File: config.mk
export PLATFORM = sky130hd
export DESIGN_NAME = shift_seq_ctrl_flat
export DESIGN_NICKNAME = d
export VERILOG_FILES = /design/src/rtl/shift_seq_pkg.sv /design/src/rtl/shift_seq_ctrl_if.sv /design/src/rtl/shift_seq_cnt.sv /design/src/rtl/shift_seq_ctrl.sv /design/src/flat_wrapper.sv
export SDC_FILE = /design/constraint.sdc
export NUM_CORES = 1
export LEC_CHECK = 0
export BUFFER_PORTS_ARGS = -buffer_cell sky130_fd_sc_hd__buf_2
export CAP_MARGIN = 20
export CORE_MARGIN = 2
export CORE_UTILIZATION = 47
export CTS_CLUSTER_SIZE = 16
export DETAILED_ROUTE_END_ITERATION = 16
export MAX_ROUTING_LAYER = met4
export PLACE_DENSITY = 0.78
export SYNTH_ARGS = -nofsm -noshare
export SYNTH_HDL_FRONTEND = slang
export SYNTH_SLANG_ARGS = --single-unit
export TNS_END_PERCENT = 30
File: constraint.sdc
create_clock -name clk -period 1.91 [get_ports clk]
set_clock_uncertainty 0.15 [all_clocks]
set_input_delay 0.0955 -clock clk [delete_from_list [all_inputs] [get_ports clk]]
set_output_delay 0.0955 -clock clk [all_outputs]
set_load 0.05 [all_outputs]
File: src/rtl/shift_seq_pkg.sv
// Shared encodings for the shift-register command sequencer.
// Mode encoding equals op encoding, so one enum serves both.
package shift_seq_pkg;

    typedef enum logic [1:0] {
        OP_NOP  = 2'b00,
        OP_SHR  = 2'b01,
        OP_SHL  = 2'b10,
        OP_LOAD = 2'b11
    } op_t;

    typedef enum logic [1:0] {
        ST_IDLE  = 2'b00,
        ST_LOAD  = 2'b01,
        ST_SHIFT = 2'b10,
        ST_DONE  = 2'b11
    } state_t;

    function automatic logic is_shift(input op_t op);
        return (op == OP_SHR) || (op == OP_SHL);
    endfunction

endpackage

File: src/rtl/shift_seq_ctrl_if.sv
// Command channel into the sequencer: valid/ready handshake plus command fields.
interface shift_seq_ctrl_if #(
    parameter int WIDTH = 8,
    parameter int CNT_W = 4
);
    import shift_seq_pkg::*;

    logic             cmd_valid;
    logic             cmd_ready;
    op_t              cmd_op;
    logic [CNT_W-1:0] cmd_count;
    logic             cmd_fill;
    logic             cmd_rot;
    logic [WIDTH-1:0] cmd_data;

    modport master (
        output cmd_valid, cmd_op, cmd_count, cmd_fill, cmd_rot, cmd_data,
        input  cmd_ready
    );

    modport slave (
        input  cmd_valid, cmd_op, cmd_count, cmd_fill, cmd_rot, cmd_data,
        output cmd_ready
    );
endinterface

File: src/rtl/shift_seq_cnt.sv
// Loadable down-counter tracking the shifts still owed to the current command.
module shift_seq_cnt #(
    parameter int CNT_W = 4
) (
    input  logic             clk,
    input  logic             reset,
    input  logic             i_load,
    input  logic [CNT_W-1:0] i_value,
    input  logic             i_dec,
    output logic             o_last
);

    logic [CNT_W-1:0] r_rem;

    // NOTE: state registers use non-blocking assignments so every flop samples pre-edge values.
    always_ff @(posedge clk) begin
        if (reset) begin
            r_rem <= '0;
        end else if (i_load) begin
            r_rem <= i_value;
        end else if (i_dec) begin
            r_rem <= r_rem - 1'b1;
        end
    end

    assign o_last = (r_rem == CNT_W'(1));

endmodule

File: src/rtl/shift_seq_ctrl.sv
// Sequencer driving a universal shift register: parallel load or N shifts per command,
// stall-tolerant, with a one-cycle done pulse when the register holds the final value.
module shift_seq_ctrl
    import shift_seq_pkg::*;
#(
    parameter int WIDTH = 8,
    parameter int CNT_W = 4
) (
    input  logic             clk,
    input  logic             reset,
    shift_seq_ctrl_if.slave  cmd,
    input  logic             stall,
    input  logic [WIDTH-1:0] sr_q,
    output logic [1:0]       sr_mode,
    output logic             sr_s_left,
    output logic             sr_s_right,
    output logic [WIDTH-1:0] sr_data_in,
    output logic             so_valid,
    output logic             so_bit,
    output logic             busy,
    output logic             done
);

    state_t           r_state;
    op_t              r_mode;
    op_t              r_op;
    logic             r_fill;
    logic             r_rot;
    logic [WIDTH-1:0] r_data_in;

    logic w_accept;
    logic w_start_shift;
    logic w_shift_now;
    logic w_last;
    logic w_unused;

    assign w_accept      = cmd.cmd_valid && cmd.cmd_ready;
    assign w_start_shift = w_accept && is_shift(cmd.cmd_op) && (cmd.cmd_count != '0);
    assign w_shift_now   = (r_state == ST_SHIFT) && (r_mode != OP_NOP);

    shift_seq_cnt #(.CNT_W(CNT_W)) u_cnt (
        .clk     (clk),
        .reset   (reset),
        .i_load  (w_start_shift),
        .i_value (cmd.cmd_count),
        .i_dec   (w_shift_now),
        .o_last  (w_last)
    );

    always_ff @(posedge clk) begin
        if (reset) begin
            r_state   <= ST_IDLE;
            r_mode    <= OP_NOP;
            r_op      <= OP_NOP;
            r_fill    <= 1'b0;
            r_rot     <= 1'b0;
            r_data_in <= '0;
        end else begin
            case (r_state)
                ST_IDLE: begin
                    if (w_accept) begin
                        if (cmd.cmd_op == OP_LOAD) begin
                            r_data_in <= cmd.cmd_data;
                            r_mode    <= OP_LOAD;
                            r_state   <= ST_LOAD;
                        end else if (w_start_shift) begin
                            r_op    <= cmd.cmd_op;
                            r_fill  <= cmd.cmd_fill;
                            r_rot   <= cmd.cmd_rot;
                            r_mode  <= stall ? OP_NOP : cmd.cmd_op;
                            r_state <= ST_SHIFT;
                        end else begin
                            r_state <= ST_DONE;
                        end
                    end
                end
                ST_LOAD: begin
                    r_mode  <= OP_NOP;
                    r_state <= ST_DONE;
                end
                ST_SHIFT: begin
                    // A stalled cycle leaves the count alone, so stalls only stretch the command.
                    if (r_mode != OP_NOP && w_last) begin
                        r_mode  <= OP_NOP;
                        r_state <= ST_DONE;
                    end else begin
                        r_mode <= stall ? OP_NOP : r_op;
                    end
                end
                ST_DONE: begin
                    r_state <= ST_IDLE;
                end
                default: begin
                    r_state <= ST_IDLE;
                end
            endcase
        end
    end

    assign cmd.cmd_ready = (r_state == ST_IDLE);
    assign busy          = (r_state != ST_IDLE);
    assign done          = (r_state == ST_DONE);
    assign sr_mode       = r_mode;
    assign sr_data_in    = r_data_in;

    // Rotate feeds the bit leaving the register back into the opposite end.
    assign sr_s_left  = r_rot ? sr_q[0]       : r_fill;
    assign sr_s_right = r_rot ? sr_q[WIDTH-1] : r_fill;
    assign so_valid   = w_shift_now;
    assign so_bit     = (r_op == OP_SHL) ? sr_q[WIDTH-1] : sr_q[0];

    // Interior register bits are observed but never needed by the sequencer.
    assign w_unused = ^sr_q[WIDTH-2:1];

endmodule

File: src/flat_wrapper.sv
// flat-port wrapper written by rule: the top's interface ports become plain ports
module shift_seq_ctrl_flat import shift_seq_pkg::*;
#(
    parameter int WIDTH = 8,
    parameter int CNT_W = 4
)
  (clk, reset, stall, sr_q, sr_mode, sr_s_left, sr_s_right, sr_data_in, so_valid, so_bit, busy, done, cmd_cmd_valid, cmd_cmd_op, cmd_cmd_count, cmd_cmd_fill, cmd_cmd_rot, cmd_cmd_data, cmd_cmd_ready);
  shift_seq_ctrl_if #(.WIDTH(WIDTH), .CNT_W(CNT_W)) cmd_i ();
  input  logic clk;
  input  logic reset;
  input  logic stall;
  input  logic [WIDTH-1:0] sr_q;
  output logic [1:0] sr_mode;
  output logic sr_s_left;
  output logic sr_s_right;
  output logic [WIDTH-1:0] sr_data_in;
  output logic so_valid;
  output logic so_bit;
  output logic busy;
  output logic done;
  input wire logic [$bits(cmd_i.cmd_valid)-1:0] cmd_cmd_valid;
  input wire logic [$bits(cmd_i.cmd_op)-1:0] cmd_cmd_op;
  input wire logic [$bits(cmd_i.cmd_count)-1:0] cmd_cmd_count;
  input wire logic [$bits(cmd_i.cmd_fill)-1:0] cmd_cmd_fill;
  input wire logic [$bits(cmd_i.cmd_rot)-1:0] cmd_cmd_rot;
  input wire logic [$bits(cmd_i.cmd_data)-1:0] cmd_cmd_data;
  output wire logic [$bits(cmd_i.cmd_ready)-1:0] cmd_cmd_ready;
  assign cmd_i.cmd_valid = cmd_cmd_valid;
  assign cmd_i.cmd_op = cmd_cmd_op;
  assign cmd_i.cmd_count = cmd_cmd_count;
  assign cmd_i.cmd_fill = cmd_cmd_fill;
  assign cmd_i.cmd_rot = cmd_cmd_rot;
  assign cmd_i.cmd_data = cmd_cmd_data;
  assign cmd_cmd_ready = cmd_i.cmd_ready;
  shift_seq_ctrl #(.WIDTH(WIDTH), .CNT_W(CNT_W)) u_core (.clk(clk), .reset(reset), .cmd(cmd_i), .stall(stall), .sr_q(sr_q), .sr_mode(sr_mode), .sr_s_left(sr_s_left), .sr_s_right(sr_s_right), .sr_data_in(sr_data_in), .so_valid(so_valid), .so_bit(so_bit), .busy(busy), .done(done));
endmodule
; ---- After elaboration in Yosys (flattened, before gate mapping)
; Cells that the tools add are included.
[word_totals]
reg_bits = 20
input_bits = 28
output_inout_bits = 17
wordCells = 53
[classes]
addsub = 1
n_eq_ne = 11
n_mux = 17
bitwise = 1
reduce_logical = 16
[op_table]
columns = cell, count
row1 = 2-bit two-way mux, 9
row2 = 2-bit equality test (second input constant), 5
row3 = 4-bit two-way mux, 2
row4 = 2-bit one-hot mux with 4 select lines, 1
row5 = 2-bit one-hot mux with 3 select lines, 1
row6 = 3-bit AND reduction, 2
row7 = 2-bit nonzero test, 3
row8 = 1-bit logical AND, 5
row9 = 2-bit by 1-bit equality test with 1-bit output (second input constant), 2
row10 = 4-bit by 1-bit equality test with 1-bit output (second input constant), 1
row11 = 1-bit two-way mux, 4
row12 = 2-bit inequality test (second input constant), 2
row13 = 4-bit AND reduction, 1
row14 = 4-bit nonzero test, 1
row15 = 4-bit by 1-bit subtractor with 4-bit output (second input constant), 1
row16 = 3-bit inequality test (second input constant), 1
row17 = 3-bit nonzero test, 1
row18 = 2-bit zero test, 1
row19 = 2-bit AND reduction, 1
row20 = 1-bit logical OR, 1
row21 = 1-bit NOT, 1

; ---- Longest topological paths before layout
[depth]
ltp_word = 8
depth_mapped = 7
depth_no_buf = 6

; ---- Cells and area by module
; Synthesis repeated with hierarchy kept, for this count alone.
[unflattened]
cells_unflattened = 125
area_unflattened_um2 = 1136.1
[modules_own_cells]
columns = mod, n_inst, cells_each, area_per_inst_um2, seq_area_each_um2
row1 = shift_seq_ctrl, 1, 98, 889.6, 320.3
row2 = shift_seq_cnt, 1, 27, 246.5, 80.1

; ---- Worst setup path after synthesis
; OpenSTA, ideal clock, no wires.
[synth_path]
kind = register to register
start = register u_core.r_state[0]
end = register u_core.r_mode[0] (netlist: u_core.sr_mode[0])
arrival_time_ns = 1.980
t_required_ns = 1.674
path_slack_ns = -0.306
path_stages_with_launch = 7
path_buffers = 0
path_cell_list = dfxtp_1 -> inv_1 -> ha_1 -> inv_1 -> o21ai_0 -> o21ai_1 -> a221oi_2
[synth_via]
elab_chain_len = 6
elab_cells_between_ends = 11
cone_classes = eq/ne: 4 / mux: 1 / reduce/logical: 6
[synth_rtl]
columns = item, line_no
row1 = "start, declared", shift_seq_ctrl.sv:24  ; state_t r_state;
row2 = "start signal, assigned", shift_seq_ctrl.sv:52  ; r_state <= ST_IDLE;
row3 = "start signal, assigned", shift_seq_ctrl.sv:65  ; r_state <= ST_LOAD;
row4 = "start signal, assigned", shift_seq_ctrl.sv:71  ; r_state <= ST_SHIFT;
row5 = 2-bit zero test (*), shift_seq_ctrl.sv:100  ; assign cmd.cmd_ready = (r_state == ST_IDLE);
row6 = net cmd_cmd_ready, flat_wrapper.sv:27  ; output wire logic [$bits(cmd_i.cmd_ready)-1:0] cmd_cmd_ready;
row7 = 1-bit logical AND, shift_seq_ctrl.sv:37  ; assign w_accept = cmd.cmd_valid && cmd.cmd_ready;
row8 = 1-bit logical AND (2 in a row), shift_seq_ctrl.sv:38  ; assign w_start_shift = w_accept && is_shift(cmd.cmd_op) && (cmd.cmd_count != '0);
row9 = 3-bit inequality test (no source line), -
row10 = 3-bit AND reduction (no source line), -
row11 = "end signal, assigned", shift_seq_ctrl.sv:70  ; r_mode <= stall ? OP_NOP : cmd.cmd_op;
row12 = "end signal, assigned", shift_seq_ctrl.sv:87  ; r_mode <= stall ? OP_NOP : r_op;
row13 = "end, declared", shift_seq_ctrl.sv:25  ; op_t r_mode;
; The timed path passes the listed nets; every way through them passes the cells marked *.
; A chain may end at the register's enable or synchronous reset.

; ---- Worst setup path in the final report
[layout_path]
start = register u_core.r_state[0]
end = output port so_valid
[layout_via]
elab_chain_len = 2
[layout_rtl]
columns = item, line_no
row1 = 2-bit equality test, shift_seq_ctrl.sv:39  ; assign w_shift_now = (r_state == ST_SHIFT) && (r_mode != OP_NOP);
row2 = 1-bit logical AND, shift_seq_ctrl.sv:39
row3 = "end, declared", flat_wrapper.sv:17  ; output logic so_valid;
; Every way passes these cells.

==> summary.txt <==
Placed Cells -> 198
Vias -> 1174
Yosys cell types -> 38
Tmin final -> 1.78 ns
Num CTS Buffers -> 3
placed instance area -> 1330 sq um
switching power -> 0.788 mW
top cells by area, synth -> dfxtp_1, nand2_1, ha_1
drt first pass iters -> 4
WL per Instance -> 13.3 microns
slowest stage delay, CP -> 0.34 ns
max_cap viols -> 0
final hold vios -> 0
crit path DAT -> 1.53 ns
highest routed metal layer -> met4
Die Span Y -> 52.7 microns
Die X -> 52.7 microns
power per cell area -> 1150 nW/um^2
Max VDD drop -> 0.825 mV
Reg2Reg Launch Point -> u_core.r_state[0]
crit path launch type -> flop
unrepaired setup endpoints after global routing -> false
leak pwr -> 0.665 nW
Synthesized Nets -> 170
num ports -> 45
CTS tree -> built
Comb pwr share -> 54.1%
Slew HR -> 70.0%
Root Driver -> clkbuf_4
Worst setup EP type -> output port
Layout area overhead -> 37.1%
DR WL met2 -> 1.42 mm
worst min-delay path class -> in2reg
crit path kind -> reg2out
Hold Path End -> u_core.r_state[0]
power share of the sequential group -> 31.5%
number of global-route vias before repair -> 1180
ys flop type -> dfxtp_1
setup violators final -> 0
Post-Syn Instances -> 135
slowest CP cell -> dfxtp_1
most frequent cell after synthesis -> nand2_1
NumNets Final -> 226
asr flop ratio synth -> 0%
Sw Ratio -> 45.1%
RePlAce Congestion -> 0.908
DRC -> 0
CTS clk-pin slew, worst paths -> 0.12 ns
WP buf/inv -> 2
aggregate global routing overflow -> 0
gr usage total -> 23.8%
maximum buffer depth of the clock tree -> 2
WHS Path Cells -> 2
worst hold slack -> 0.0332 ns
sequential area share after synthesis -> 36.0%
routed wl met3 -> 161 microns
synth cell count leaders -> nand2_1, dfxtp_1, a21oi_1, inv_1, ha_1
Synth Register Bits -> 20
Tightest Pin Transition -> 0.447 ns
Core ar. -> 2230 sq um
YS warnings -> 0
CTS Sinks -> 20
Final Cycle Share -> 93.1%
initial core utilization -> 49.9%
Core Rows -> 17
top cell type's share of synthesized area -> 36.0%
Detail Route Antenna Nets -> 0
Clk network pwr share -> 14.4%
drt via density -> 5.39
Internal -> 0.960 mW
worst-path fanout max -> 6
wl on met1 -> 1.26 mm
Final Non-Filler Cells -> 218
DRT iter0 DRCs -> 30
pin count of the biggest net entering global routing -> 23
CTS H-tree lvls -> 1
antenna cells -> 0
Reg2Reg Setup Slack -> 0.18 ns
Final Cell Area -> 1530 sq um
number of port buffers -> 38
Avg Cell Area, Syn -> 8.25 sq um
first-pass GRT wire length -> 4.80 mm
Total Wirelength -> 2.90 mm
antenna violations before repair -> 0
# Post-CTS Setup Buffers -> 0
Worst EP required -> 1.66 ns
capturing point of the worst reg2reg path -> u_core.r_state[1]
die area -> 2770 sq um
share of post-route cells with drive strength above 1 -> 30.0%
hold_sp -> reset
DP HPWL -> 2.04 mm
top achievable clock speed -> 562 MHz
Reg2Reg Depth -> 6
EDFF count, synth -> 0
outcome -> finished, final reports clean
Slew Limit Fails -> 0
worst-skew pair later-pin latency -> 0.30 ns
Synth area leader -> dfxtp_1
worst-path cell chain -> inv_1, ha_1, o21a_2, clkbuf_4
Post-Synthesis Cell Area -> 1110 sq um
CP top delay family -> buffers and inverters
==> through the flow <==
| step | power (mW) | util, % | worst slack, ns | TNS, ns |
|---|---|---|---|---|
| floorplan | 1.28 | - | -0.0224 | -0.0440 |
| global placement | 1.42 | 59.4 | 0.261 | 0 |
| detailed placement | 1.46 | 59.4 | 0.219 | 0 |
| CTS | 1.73 | 68.2 | 0.0540 | 0 |
| global route | 1.85 | 68.3 | 0.0647 | 0 |
| finish | 1.75 | 68.3 | 0.132 | 0 |
==> cell usage in the layout, fill, tap and decap left out, drive strengths merged <==
cell         count
nand2b           2
dfxtp           20
or2              1
o221a            1
mux2             1
nor3             3
and2             1
or3b             1
xor2             2
a21oi           17
dlygate4sd3     16
nor2b            1
mux2i            2
inv              8
nand3            1
nor3b            1
o32ai            1
nand2           31
ha               7
or4              1
xnor2            1
o21ai            7
nor2             5
clkbuf           5
a22oi            1
a221oi           2
o21a             1
a211oi           1
nand3b           3
buf             38
and3             2
a41oi            1
or2b             1
clkinvlp         1
o31ai            2
nor4             1
==> power by group through the flow <==
stage / combinational, mW / sequential, mW / clock (mW)
final: 0.946 / 0.551 / 0.251
after global routing: 1.02 / 0.562 / 0.270
after CTS: 0.933 / 0.550 / 0.251
after detailed placement: 0.901 / 0.561 / 0
after global placement: 0.869 / 0.554 / 0
after floorplan: 0.660 / 0.624 / 0
==> registers in the layout, summed over array words and instances, names as in the netlist <==
name and cells:
u_core.r_rot 1, u_core.r_op 2, u_core.u_cnt.r_rem 4, u_core.sr_data_in 8, u_core.r_fill 1, u_core.r_state 2, u_core.sr_mode 2
==> layout make-up <==
type	count	area, sq um
inverter	9	37.5
sequential	20	400
fill	199	707
timing repair buffer	55	360
tap	28	35.0
clock buffer	4	36.3
multi-input combinational	102	657
==> cells by family after synthesis <==
family | count (synthesis) | synth area share [%]
AOI/OAI and AO/OA | 34 | 20.2
xor gates and xnor gates | 3 | 2.36
adders and majority gates | 7 | 7.86
buffers and inverters | 13 | 6.29
DFF | 20 | 36.0
muxes | 3 | 2.81
and+or+nand+nor | 55 | 24.5
==> metal layers <==
| layer | global-route usage, % | vias up |
|---|---|---|
| met2 | 41.9 | 51 |
| met1 | 26.2 | 538 |
| met5 | - | - |
| li1 | - | 575 |
| met4 | 8.97 | 0 |
| met3 | 4.86 | 10 |
==> how the worst max path moves through the flow <==
stage	start	to	cells past startpoint
global route	cmd_cmd_op[1]	u_core.r_fill	7
CTS	cmd_cmd_op[0]	u_core.sr_mode[0]	7
finish	u_core.r_state[0]	so_valid	4
floorplan	u_core.sr_mode[0]	u_core.u_cnt.r_rem[3]	4
detailed placement	u_core.r_state[0]	u_core.r_state[1]	6
global placement	u_core.r_state[0]	u_core.r_state[1]	6
==> timing repair <==
item	4_1_cts	5_1_grt
hold endpoints to repair	16	0
setup endpoints to repair	0	2
gates resized for setup	0	3
hold buffers	16	0
Power figures use the tool's default switching activity.
